File: config.mk
export PLATFORM = sky130hd
export DESIGN_NAME = uart_tx_port
export DESIGN_NICKNAME = d
export VERILOG_FILES = /design/src/rtl/uart_tx_pkg.sv /design/src/rtl/uart_tx_port_fifo.sv /design/src/rtl/uart_tx_port.sv
export SDC_FILE = /design/constraint.sdc
export NUM_CORES = 1
export LEC_CHECK = 0
export ABC_AREA = 0
export CELL_PAD_IN_SITES_DETAIL_PLACEMENT = 1
export CELL_PAD_IN_SITES_GLOBAL_PLACEMENT = 1
export CORE_ASPECT_RATIO = 1.25
export CORE_MARGIN = 2
export CORE_UTILIZATION = 49
export CTS_CLUSTER_SIZE = 40
export DETAILED_ROUTE_END_ITERATION = 6
export PLACE_DENSITY_LB_ADDON = 0.2
export SETUP_SLACK_MARGIN = 0.1
export SLEW_MARGIN = 15
export SYNTH_ARGS = -nofsm -noshare
export SYNTH_HDL_FRONTEND = slang
export SYNTH_SLANG_ARGS = --single-unit
File: constraint.sdc
create_clock -name Clk -period 3 [get_ports Clk]
set_input_delay 0.6 -clock Clk [delete_from_list [all_inputs] [get_ports Clk]]
set_output_delay 0.6 -clock Clk [all_outputs]
set_load 0.02 [all_outputs]
File: src/rtl/uart_tx_pkg.sv
// Shared constants, status bit layout and FSM encoding
// for the store-path UART transmitter.
package uart_tx_pkg;

    localparam logic [7:0] TX_ADDR_DEF     = 8'hFE;
    localparam logic [7:0] STATUS_ADDR_DEF = 8'hFD;

    localparam int ST_BUSY  = 0;
    localparam int ST_FULL  = 1;
    localparam int ST_EMPTY = 2;
    localparam int ST_OVF   = 3;

    typedef enum logic [1:0] {
        IDLE  = 2'd0,
        START = 2'd1,
        DATA  = 2'd2,
        STOP  = 2'd3
    } tx_state_t;

    function automatic logic [7:0] pack_status(
        input logic ovf,
        input logic empty,
        input logic full,
        input logic busy
    );
        logic [7:0] s;
        s = 8'h00;
        s[ST_OVF]   = ovf;
        s[ST_EMPTY] = empty;
        s[ST_FULL]  = full;
        s[ST_BUSY]  = busy;
        return s;
    endfunction

endpackage

File: src/rtl/uart_tx_port_fifo.sv
// Circular byte FIFO; a push while full is taken only
// when a pop frees a slot in the same cycle.
module byte_fifo #(
    parameter int DEPTH = 4,
    parameter int W     = 8
) (
    input  logic                         Clk,
    input  logic                         Rst,
    input  logic                         push,
    input  logic [W-1:0]                 din,
    input  logic                         pop,
    output logic [W-1:0]                 dout,
    output logic                         full,
    output logic                         empty,
    output logic [$clog2(DEPTH+1)-1:0]   count
);

    localparam int PW = $clog2(DEPTH);
    localparam int CW = $clog2(DEPTH + 1);

    logic [W-1:0]  mem [DEPTH];
    logic [PW-1:0] wr_ptr;
    logic [PW-1:0] rd_ptr;
    logic          do_push;
    logic          do_pop;

    assign full    = (count == CW'(DEPTH));
    assign empty   = (count == '0);
    assign do_pop  = pop & ~empty;
    assign do_push = push & (~full | do_pop);
    assign dout    = mem[rd_ptr];

    always_ff @(posedge Clk) begin
        if (do_push)
            mem[wr_ptr] <= din;
    end

    always_ff @(posedge Clk or posedge Rst) begin
        if (Rst) begin
            wr_ptr <= '0;
            rd_ptr <= '0;
            count  <= '0;
        end else begin
            if (do_push)
                wr_ptr <= wr_ptr + PW'(1);
            if (do_pop)
                rd_ptr <= rd_ptr + PW'(1);
            unique case ({do_push, do_pop})
                2'b10:   count <= count + CW'(1);
                2'b01:   count <= count - CW'(1);
                default: count <= count;
            endcase
        end
    end

endmodule

File: src/rtl/uart_tx_port.sv
// Memory-mapped 8N1 UART transmitter snooping the CPU
// store path, with a small byte FIFO and polled status.
module uart_tx_port
    import uart_tx_pkg::*;
#(
    parameter int         CLK_HZ      = 50000000,
    parameter int         BAUD        = 115200,
    parameter int         DIV         = CLK_HZ / BAUD,
    parameter int         FIFO_DEPTH  = 4,
    parameter logic [7:0] TX_ADDR     = TX_ADDR_DEF,
    parameter logic [7:0] STATUS_ADDR = STATUS_ADDR_DEF
) (
    input  logic       Clk,
    input  logic       Rst,
    input  logic [7:0] Address,
    input  logic [7:0] RegData,
    input  logic       We,
    output logic       Tx,
    output logic [7:0] Status,
    output logic       Busy
);

    localparam int BW = (DIV > 1) ? $clog2(DIV) : 1;
    localparam int CW = $clog2(FIFO_DEPTH + 1);

    logic       we_s1, we_s2;
    logic [7:0] addr_s1, addr_s2;
    logic [7:0] data_s1, data_s2;

    logic req_tx, req_tx_q, wr_tx;
    logic req_st, req_st_q, wr_st;

    logic          fifo_full;
    logic          fifo_empty;
    logic [CW-1:0] fifo_cnt;
    logic [7:0]    fifo_dout;
    logic          accept;
    logic          overflow;

    tx_state_t     state_q, state_d;
    logic [BW-1:0] baud_q;
    logic [2:0]    bit_q;
    logic [7:0]    shreg_q;
    logic          tx_q, tx_d;
    logic          pop, load, shift;
    logic          baud_last;
    logic          ovf_q;
    logic          busy;
    logic [7:0]    status_q;

    // Inputs come from a key-stepped CPU; resample before use
    always_ff @(posedge Clk or posedge Rst) begin
        if (Rst) begin
            we_s1   <= 1'b0;
            we_s2   <= 1'b0;
            addr_s1 <= '0;
            addr_s2 <= '0;
            data_s1 <= '0;
            data_s2 <= '0;
        end else begin
            we_s1   <= We;
            we_s2   <= we_s1;
            addr_s1 <= Address;
            addr_s2 <= addr_s1;
            data_s1 <= RegData;
            data_s2 <= data_s1;
        end
    end

    assign req_tx = we_s2 & (addr_s2 == TX_ADDR);
    assign req_st = we_s2 & (addr_s2 == STATUS_ADDR);
    assign wr_tx  = req_tx & ~req_tx_q;
    assign wr_st  = req_st & ~req_st_q;

    always_ff @(posedge Clk or posedge Rst) begin
        if (Rst) begin
            req_tx_q <= 1'b0;
            req_st_q <= 1'b0;
        end else begin
            req_tx_q <= req_tx;
            req_st_q <= req_st;
        end
    end

    assign accept   = wr_tx & ((fifo_cnt < CW'(FIFO_DEPTH)) | pop);
    assign overflow = wr_tx & ~accept;

    byte_fifo #(
        .DEPTH (FIFO_DEPTH),
        .W     (8)
    ) u_fifo (
        .Clk   (Clk),
        .Rst   (Rst),
        .push  (accept),
        .din   (data_s2),
        .pop   (pop),
        .dout  (fifo_dout),
        .full  (fifo_full),
        .empty (fifo_empty),
        .count (fifo_cnt)
    );

    assign baud_last = (baud_q == BW'(DIV - 1));

    always_comb begin
        state_d = state_q;
        tx_d    = tx_q;
        pop     = 1'b0;
        load    = 1'b0;
        shift   = 1'b0;
        unique case (state_q)
            IDLE: begin
                tx_d = 1'b1;
                if (!fifo_empty) begin
                    pop     = 1'b1;
                    load    = 1'b1;
                    tx_d    = 1'b0;
                    state_d = START;
                end
            end
            START: begin
                if (baud_last) begin
                    tx_d    = shreg_q[0];
                    state_d = DATA;
                end
            end
            DATA: begin
                if (baud_last) begin
                    if (bit_q == 3'd7) begin
                        tx_d    = 1'b1;
                        state_d = STOP;
                    end else begin
                        shift = 1'b1;
                        tx_d  = shreg_q[1];
                    end
                end
            end
            STOP: begin
                if (baud_last) begin
                    // Chain straight into the next frame when queued
                    if (!fifo_empty) begin
                        pop     = 1'b1;
                        load    = 1'b1;
                        tx_d    = 1'b0;
                        state_d = START;
                    end else begin
                        tx_d    = 1'b1;
                        state_d = IDLE;
                    end
                end
            end
            default: begin
                tx_d    = 1'b1;
                state_d = IDLE;
            end
        endcase
    end

    always_ff @(posedge Clk or posedge Rst) begin
        if (Rst) begin
            state_q <= IDLE;
            tx_q    <= 1'b1;
            baud_q  <= '0;
            bit_q   <= '0;
            shreg_q <= '0;
        end else begin
            state_q <= state_d;
            tx_q    <= tx_d;
            if (state_q == IDLE || baud_last)
                baud_q <= '0;
            else
                baud_q <= baud_q + BW'(1);
            if (state_q == START)
                bit_q <= '0;
            else if (state_q == DATA && baud_last)
                bit_q <= bit_q + 3'd1;
            if (load)
                shreg_q <= fifo_dout;
            else if (shift)
                shreg_q <= {1'b0, shreg_q[7:1]};
        end
    end

    assign busy = (state_q != IDLE) | ~fifo_empty;

    // A new overflow in the clearing cycle keeps ovf set
    always_ff @(posedge Clk or posedge Rst) begin
        if (Rst) begin
            ovf_q    <= 1'b0;
            status_q <= 8'h04;
        end else begin
            if (overflow)
                ovf_q <= 1'b1;
            else if (wr_st)
                ovf_q <= 1'b0;
            status_q <= pack_status(ovf_q, fifo_empty,
                                    fifo_full, busy);
        end
    end

    assign Tx     = tx_q;
    assign Status = status_q;
    assign Busy   = busy;

endmodule

==> impl_metrics.csv, run 1 <==
group,metric,value,unit
outcome,status,"finished clean",
clock_network,clock_latency,0.36,ns
layout,n_fill_cell,742,
detailed_routing,totalWireLength,6.37,mm
power,vdd_ir_drop_max,376,uV
clock_network,clk_path_buf_depth,2,
detailed_routing,viasPerCell,5.30,
floorplanning,fp.dieW,84.5,um
power,swShare,29.4,%
synth,yosysTopAreaCell,"dfrtp_1",
detailed_routing,ant_nets,0,
layout,multiInputGateArea,1150,um^2
clock_network,cts_root_buf,"clkbuf_8",
synth,syn-cell-area,3970,um^2
power,internal_power,0.00257,W
global_route,antenna_found_initial,0,
timing,period_needed,2.63,ns
critical_path,cp.required,3.28,ns
global_route,grt_pass1_wl,11.2,mm
power,clockPowerShare,24.1,%
global_route,grt_pass1_vias,2261,
floorplanning,io_pins,29,
clock_network,cts_made_buffers,9,
power,seqPwrFrac,50.3,%
critical_path,critPathMaxFanout,7,
critical_path,reg2regPathDepth,11,
synth,ys_async_sr_fraction,68.9,%
synth,yosys.area.top_type_share,43.5,%
detailed_routing,via_count,2002,
global_route,grt_usage,16.5,%
timing,finClkSkew,0.0122,ns
timing,worst_slew_pin_slew,0.604,ns
clock_network,h-tree-depth,3,
global_route,grt_max_degree,72,
synth,synthTopCellsByArea,"dfrtp_1 (44%), edfxtp_1 (24%), mux2_2 (4.8%)",
power,power.switching,0.00107,W
clock_network,cts_hold_buf,0,
timing,rsz0062_at_grt,"false",
place,pre_cts_slack,0.367,ns
synth,ys_warn_count,0,
synth,synth_edf_count,32,
synth,synth.avg_cell_area,16.2,um^2
timing,setup_ws,0.368,ns
critical_path,cp-end-kind,"register",
place,place.gp.congestion,0.715,
timing,hold_viol_final,0,
worst_hold_path,hp-class,"reg -> reg",
floorplanning,die_h,105,um
floorplanning,dieArea,8840,um^2
clock_network,post_cts_buffers,0,
clock_network,path_clk_slew,0.09,ns
detailed_routing,first_pass_iters,4,
layout,fin_nets,312,
timing,slew_viol_final,0,
synth,synth_ff_type,"dfrtp_1",
layout,diodes,0,
synth,seq_area_frac_synth,69.0,%
critical_path,critPathKind,"reg -> reg",
power,p_comb_share,25.6,%
clock_network,cts_tree,"built",
timing,setup_violations,0,
critical_path,cp.arrival,2.91,ns
job,drv_cap,0,
floorplanning,rows,36,
critical_path,worstSetupStartpointType,"register",
worst_hold_path,hold_depth,0,
power,p_leak,1.88,nW
layout,finalNonFillerCells,378,
place,dp_cells,362,
layout,seqCellArea,2740,um^2
synth,synth.distinct_cells,44,
layout,area_delta_synth_final,13.9,%
timing,fin_crit_sh,87.7,%
timing,slew_headroom,59.8,%
place,io_buffers,24,
timing,fin_tns_setup,0,ns
clock_network,cts.sink_count,103,
detailed_routing,wl_per_cell,16.9,um
global_route,grt_overflow,0,
clock_network,cts_resized,0,
layout,drive_gt1_share,17.3,%
power,power.density,804,nW/um^2
synth,synthCells,245,
synth,ys_ff_latch,103,
floorplanning,initial_core_util,50.6,%
detailed_routing,drt_iter0_markers,70,
detailed_routing,drc_errors,0,
floorplanning,core,7840,um^2
place,dp_hpwl,4.42,mm
timing,fmax,0.380,GHz
layout by cell type, fill, tap and decap left out, types with 5 or more instances in the layout:
master           count
dfrtp_1             69
edfxtp_1            32
clkdlybuf4s50_1     24
mux2_2              17
nor2_1              16
ha_1                14
inv_1               11
xor2_1              10
clkbuf_8             9
mux4_2               8
nand2_1              5
nand3_1              5
cells by family after synthesis:
| family | synth area share (%) |
|---|---|
| and+or+nand+nor | 7.88 |
| muxes | 10.1 |
| buffers and inverters | 2.36 |
| xor gates and xnor gates | 3.09 |
| adders and majority gates | 4.92 |
| AOI/OAI and AO/OA | 2.49 |
| DFF | 69.0 |
| other | 0.0945 |
power by group through the flow:
stage / Combinational, W / Sequential (W) / Clock [W]
after CTS: 0.000951 / 0.00184 / 0.000903
after global placement: 0.000908 / 0.00185 / 0
final: 0.000931 / 0.00183 / 0.000875
after detailed placement: 0.000941 / 0.00186 / 0
after global routing: 0.00104 / 0.00186 / 0.000955
after floorplan: 0.000732 / 0.00179 / 0
worst max-delay path, stage by stage, from the launching register on:
cell     delay (ns)
dfrtp_1        0.43
inv_1          0.11
ha_1           0.43
and4b_1        0.22
o21a_1         0.26
inv_1          0.09
ha_1           0.17
inv_1          0.06
fa_1           0.37
xor2_1         0.15
nor2_1         0.12
xor2_1         0.15
through the flow:
stage | power (W) | instance area (um^2) | util, % | hold WS, ns
final | 0.00363 | 4520 | 57.7 | 0.353
after global placement | 0.00276 | 4320 | 55.1 | 0.332
after global routing | 0.00386 | 4520 | 57.7 | 0.363
after detailed placement | 0.00280 | 4320 | 55.1 | 0.336
after CTS | 0.00369 | 4520 | 57.7 | 0.357
after floorplan | 0.00252 | 3980 | - | 0.331
state kept, by name, indices dropped and copies added, names as in the netlist, 3 cells and up:
signal and cells:
shreg_q 8, u_fifo.mem 32, baud_q 9, addr_s2 8
data_s1 8, Status 4, data_s2 8, addr_s1 8
bit_q 3, u_fifo.count 3
Yosys cell counts, types with 3 or more instances:
master and n:
and2_1 4, buf_4 4, dfrtp_1 69, edfxtp_1 32, ha_1 14, inv_1 12
mux2_2 17, mux2i_1 3, mux4_2 8, nand2_1 5, nand3_1 5, nand4_1 3
nor2_1 16, nor2b_1 4, o21ai_0 3, xnor2_1 4, xor2_1 10
path summary, 6_finish.rpt:
path	from	endpoint	slack, ns
hold reg to reg	data_s1[2]	data_s2[2]	0.35
max in group asynchronous	Rst	Tx	2.03
setup / recovery	state_q[1]	u_fifo.count[2]	0.37
hold / removal	data_s1[2]	data_s2[2]	0.35
min in group asynchronous	Rst	addr_s1[3]	0.64
setup reg to reg	state_q[1]	u_fifo.count[2]	0.37
cell type report:
cell class                      instances  area share, %
Sequential cell                       103           60.6
Clock buffer                           14           3.63
Inverter                               12          0.996
Clock inverter                          2          0.858
Multi-Input combinational cell        126           25.4
Tap cell                               95           2.63
Timing Repair Buffer                   26           5.92
metal layers:
metal | wire, um | share of wire, % | GRT usage [%]
met1 | 2720 | 43 | 20.2
met2 | 3370 | 53 | 28.5
met3 | 140 | 2.2 | 2.37
met4 | 141 | 2.2 | 7.48
met5 | 0 | 0 | 0
Power figures use the tool's default switching activity.
==> run 2, diff against run 1 <==
SYNTH_HIERARCHICAL = 1   (was unset)
==> impl_metrics.csv, run 2 <==
group,metric,value,unit
outcome,status,"finished with violations",
outcome,violations,"design-rule violations",
place,dp_hpwl,4.62,mm
synth,ys_async_sr_fraction,68.9,%
clock_network,path_clk_slew,0.09,ns
power,power.density,608,nW/um^2
critical_path,crit_slowest_cell,"fa_1",
synth,synth_ff_type,"dfrtp_1",
clock_network,post_cts_buffers,0,
synth,synth.avg_cell_area,15.2,um^2
global_route,grt_max_degree,26,
synth,synth_edf_count,32,
timing,hold_viol_final,0,
clock_network,clk_path_buf_depth,2,
floorplanning,dieArea,9120,um^2
synth,yosysTopAreaCell,"dfrtp_1",
layout,area_delta_synth_final,12.5,%
clock_network,cts_hold_buf,0,
critical_path,cp.required,3.24,ns
clock_network,cts_resized,0,
timing,finClkSkew,0.00709,ns
timing,fmax,0.379,GHz
power,p_comb_share,15.3,%
floorplanning,initial_core_util,50.1,%
clock_network,cts.sink_count,103,
layout,fin_nets,336,
floorplanning,rows,37,
critical_path,cp.arrival,2.88,ns
global_route,grt_overflow,0,
synth,syn-cell-area,4100,um^2
place,io_buffers,24,
detailed_routing,via_count,2090,
floorplanning,io_pins,29,
layout,layout_common_cells,"dfrtp_1 (69), edfxtp_1 (32), clkdlybuf4s50_1 (23), inv_1 (20), nor2_1 (16)",
power,seqPwrFrac,56.9,%
clock_network,h-tree-depth,3,
detailed_routing,first_pass_iters,6,
floorplanning,core,8190,um^2
layout,drive_gt1_share,19.2,%
synth,synthCells,270,
global_route,grt_usage,17.0,%
detailed_routing,totalWireLength,6.51,mm
critical_path,cp_top_family,"compound AO/OA/AOI/OAI gates",
layout,n_fill_cell,794,
critical_path,slowest_delay,0.52,ns
detailed_routing,drc_errors,2,
worst_hold_path,hp-class,"reg -> reg",
timing,fin_tns_setup,0,ns
power,swShare,27.7,%
power,internal_power,0.00203,W
timing,slew_viol_final,0,
timing,rsz0062_at_grt,"true",
layout,finalNonFillerCells,405,
detailed_routing,viasPerCell,5.16,
global_route,antenna_found_initial,0,
synth,ys_ff_latch,103,
floorplanning,die_h,106,um
worst_hold_path,hold_depth,0,
layout,top_regs,"u_fifo/mem x32, baud_q x9",
critical_path,critPathMaxFanout,5,
power,vdd_ir_drop_max,396,uV
critical_path,critPathKind,"reg -> reg",
timing,setup_violations,0,
detailed_routing,wl_per_cell,16.1,um
synth,synth_most_common_cell,"dfrtp_1",
clock_network,clock_latency,0.36,ns
power,power.switching,0.000776,W
layout,final_common_cell,"dfrtp_1",
power,p_leak,1.92,nW
synth,synth.top_cells.by_count,"dfrtp_1 (69), edfxtp_1 (32), inv_1 (21)",
global_route,grt_pass1_wl,11.6,mm
job,drv_cap,0,
layout,diodes,0,
clock_network,cts_tree,"built",
critical_path,cp_num_cells,11,
clock_network,cts_made_buffers,9,
timing,worst_slew_pin_slew,0.589,ns
place,dp_cells,389,
detailed_routing,ant_nets,0,
timing,period_needed,2.64,ns
power,power,0.00281,W
synth,ys_warn_count,6,
place,place.gp.congestion,0.730,
floorplanning,fp.dieW,85.8,um
synth,yosys.area.top_type_share,42.1,%
clock_network,cts_root_buf,"clkbuf_8",
timing,fin_crit_sh,87.9,%
layout,largest_reg_flops,32,
synth,seq_area_frac_synth,66.8,%
detailed_routing,drt_iter0_markers,55,
power,clockPowerShare,27.7,%
synth,synth.distinct_cells,52,
critical_path,worstSetupStartpointType,"register",
layout,top_register,"u_fifo/mem",
critical_path,worst-path-buf-inv,1,
critical_path,cp-end-kind,"register",
critical_path,reg2regPathDepth,11,
global_route,grt_pass1_vias,2372,
critical_path,crit_chain,"ha_1 > and4bb_4 > a31oi_1 > nor3_2 > o211a_1 > nor2b_2 > nand2_1 > fa_1 > inv_1 > o21ai_0 > o31ai_1",
timing,slew_headroom,60.7,%
synth,synthTopCellsByArea,"dfrtp_1 (42%), edfxtp_1 (23%), mux4_2 (4.4%)",
[run 2: changes by cell type after synthesis, sizes merged, moves of 2 or more]
cell and delta:
inv +9, xor2 -7, o21ai +5, nand3 +4
xnor2 +4, a21oi +3, buf +3, nand2 +3
and3 -2, or3 +2
[run 2: worst paths after layout]
check,start,to,slack [ns]
max,baud_q[0],u_fifo/count[1],0.36
min,data_s1[0],data_s2[0],0.36
max reg2reg,baud_q[0],u_fifo/count[1],0.36
min reg2reg,data_s1[0],data_s2[0],0.36
max in group asynchronous,Rst,addr_s2[6],1.71
min in group asynchronous,Rst,u_fifo/rd_ptr[0],0.51
[run 2: metal layers]
layer | up-vias | part of all wire, % | GRT usage, % | wire, um
met5 | - | 0 | 0 | 0
met4 | 0 | 1.7 | 6.58 | 112
met3 | 8 | 2.9 | 4.97 | 186
met2 | 27 | 52 | 27.5 | 3420
met1 | 1060 | 43 | 21.5 | 2790
li1 | 995 | - | - | -
[run 2: logic make-up (layout without fill, tap and decap cells)]
| kind of cell | after synthesis | in the layout | synth area share (%) |
|---|---|---|---|
| other | 1 | 4 | 0.0914 |
| flip-flops | 103 | 103 | 66.8 |
| buffers and inverters | 32 | 67 | 3.90 |
| AO/OA/AOI/OAI | 25 | 25 | 4.30 |
| AND/OR/NAND/NOR | 57 | 57 | 7.93 |
| multiplexers | 27 | 27 | 10.2 |
| XOR/XNOR | 11 | 11 | 2.35 |
| adder cells (fa/ha/maj) | 14 | 14 | 4.45 |
[run 2: final cells by class]
| class | instances | area [um^2] | area share (%) |
|---|---|---|---|
| clock buffers | 10 | 128 | 2.76 |
| clock inverters | 6 | 45.0 | 0.976 |
| inverters | 21 | 78.8 | 1.71 |
| multi-input cells | 138 | 1210 | 26.3 |
| flip-flops and latches | 103 | 2740 | 59.4 |
| well taps | 97 | 121 | 2.63 |
| repair buffers | 30 | 288 | 6.23 |
[run 2: per-stage QoR]
stage	setup slack, ns	cell area [um^2]	utilization [%]	hold slack, ns
detailed placement	0.355	4440	54.2	0.336
global placement	0.453	4440	54.2	0.332
CTS	0.145	4610	56.3	0.356
finish	0.363	4620	56.3	0.356
global route	0.0811	4620	56.3	0.362
floorplan	0.234	4110	-	0.331
[run 2: power groups by stage]
| stage | registers, W | clock network, W | logic, W |
|---|---|---|---|
| after floorplan | 0.00163 | 0 | 0.000286 |
| final | 0.00160 | 0.000778 | 0.000430 |
| after detailed placement | 0.00163 | 0 | 0.000439 |
| after CTS | 0.00160 | 0.000810 | 0.000443 |
| after global placement | 0.00162 | 0 | 0.000433 |
| after global routing | 0.00161 | 0.000857 | 0.000493 |
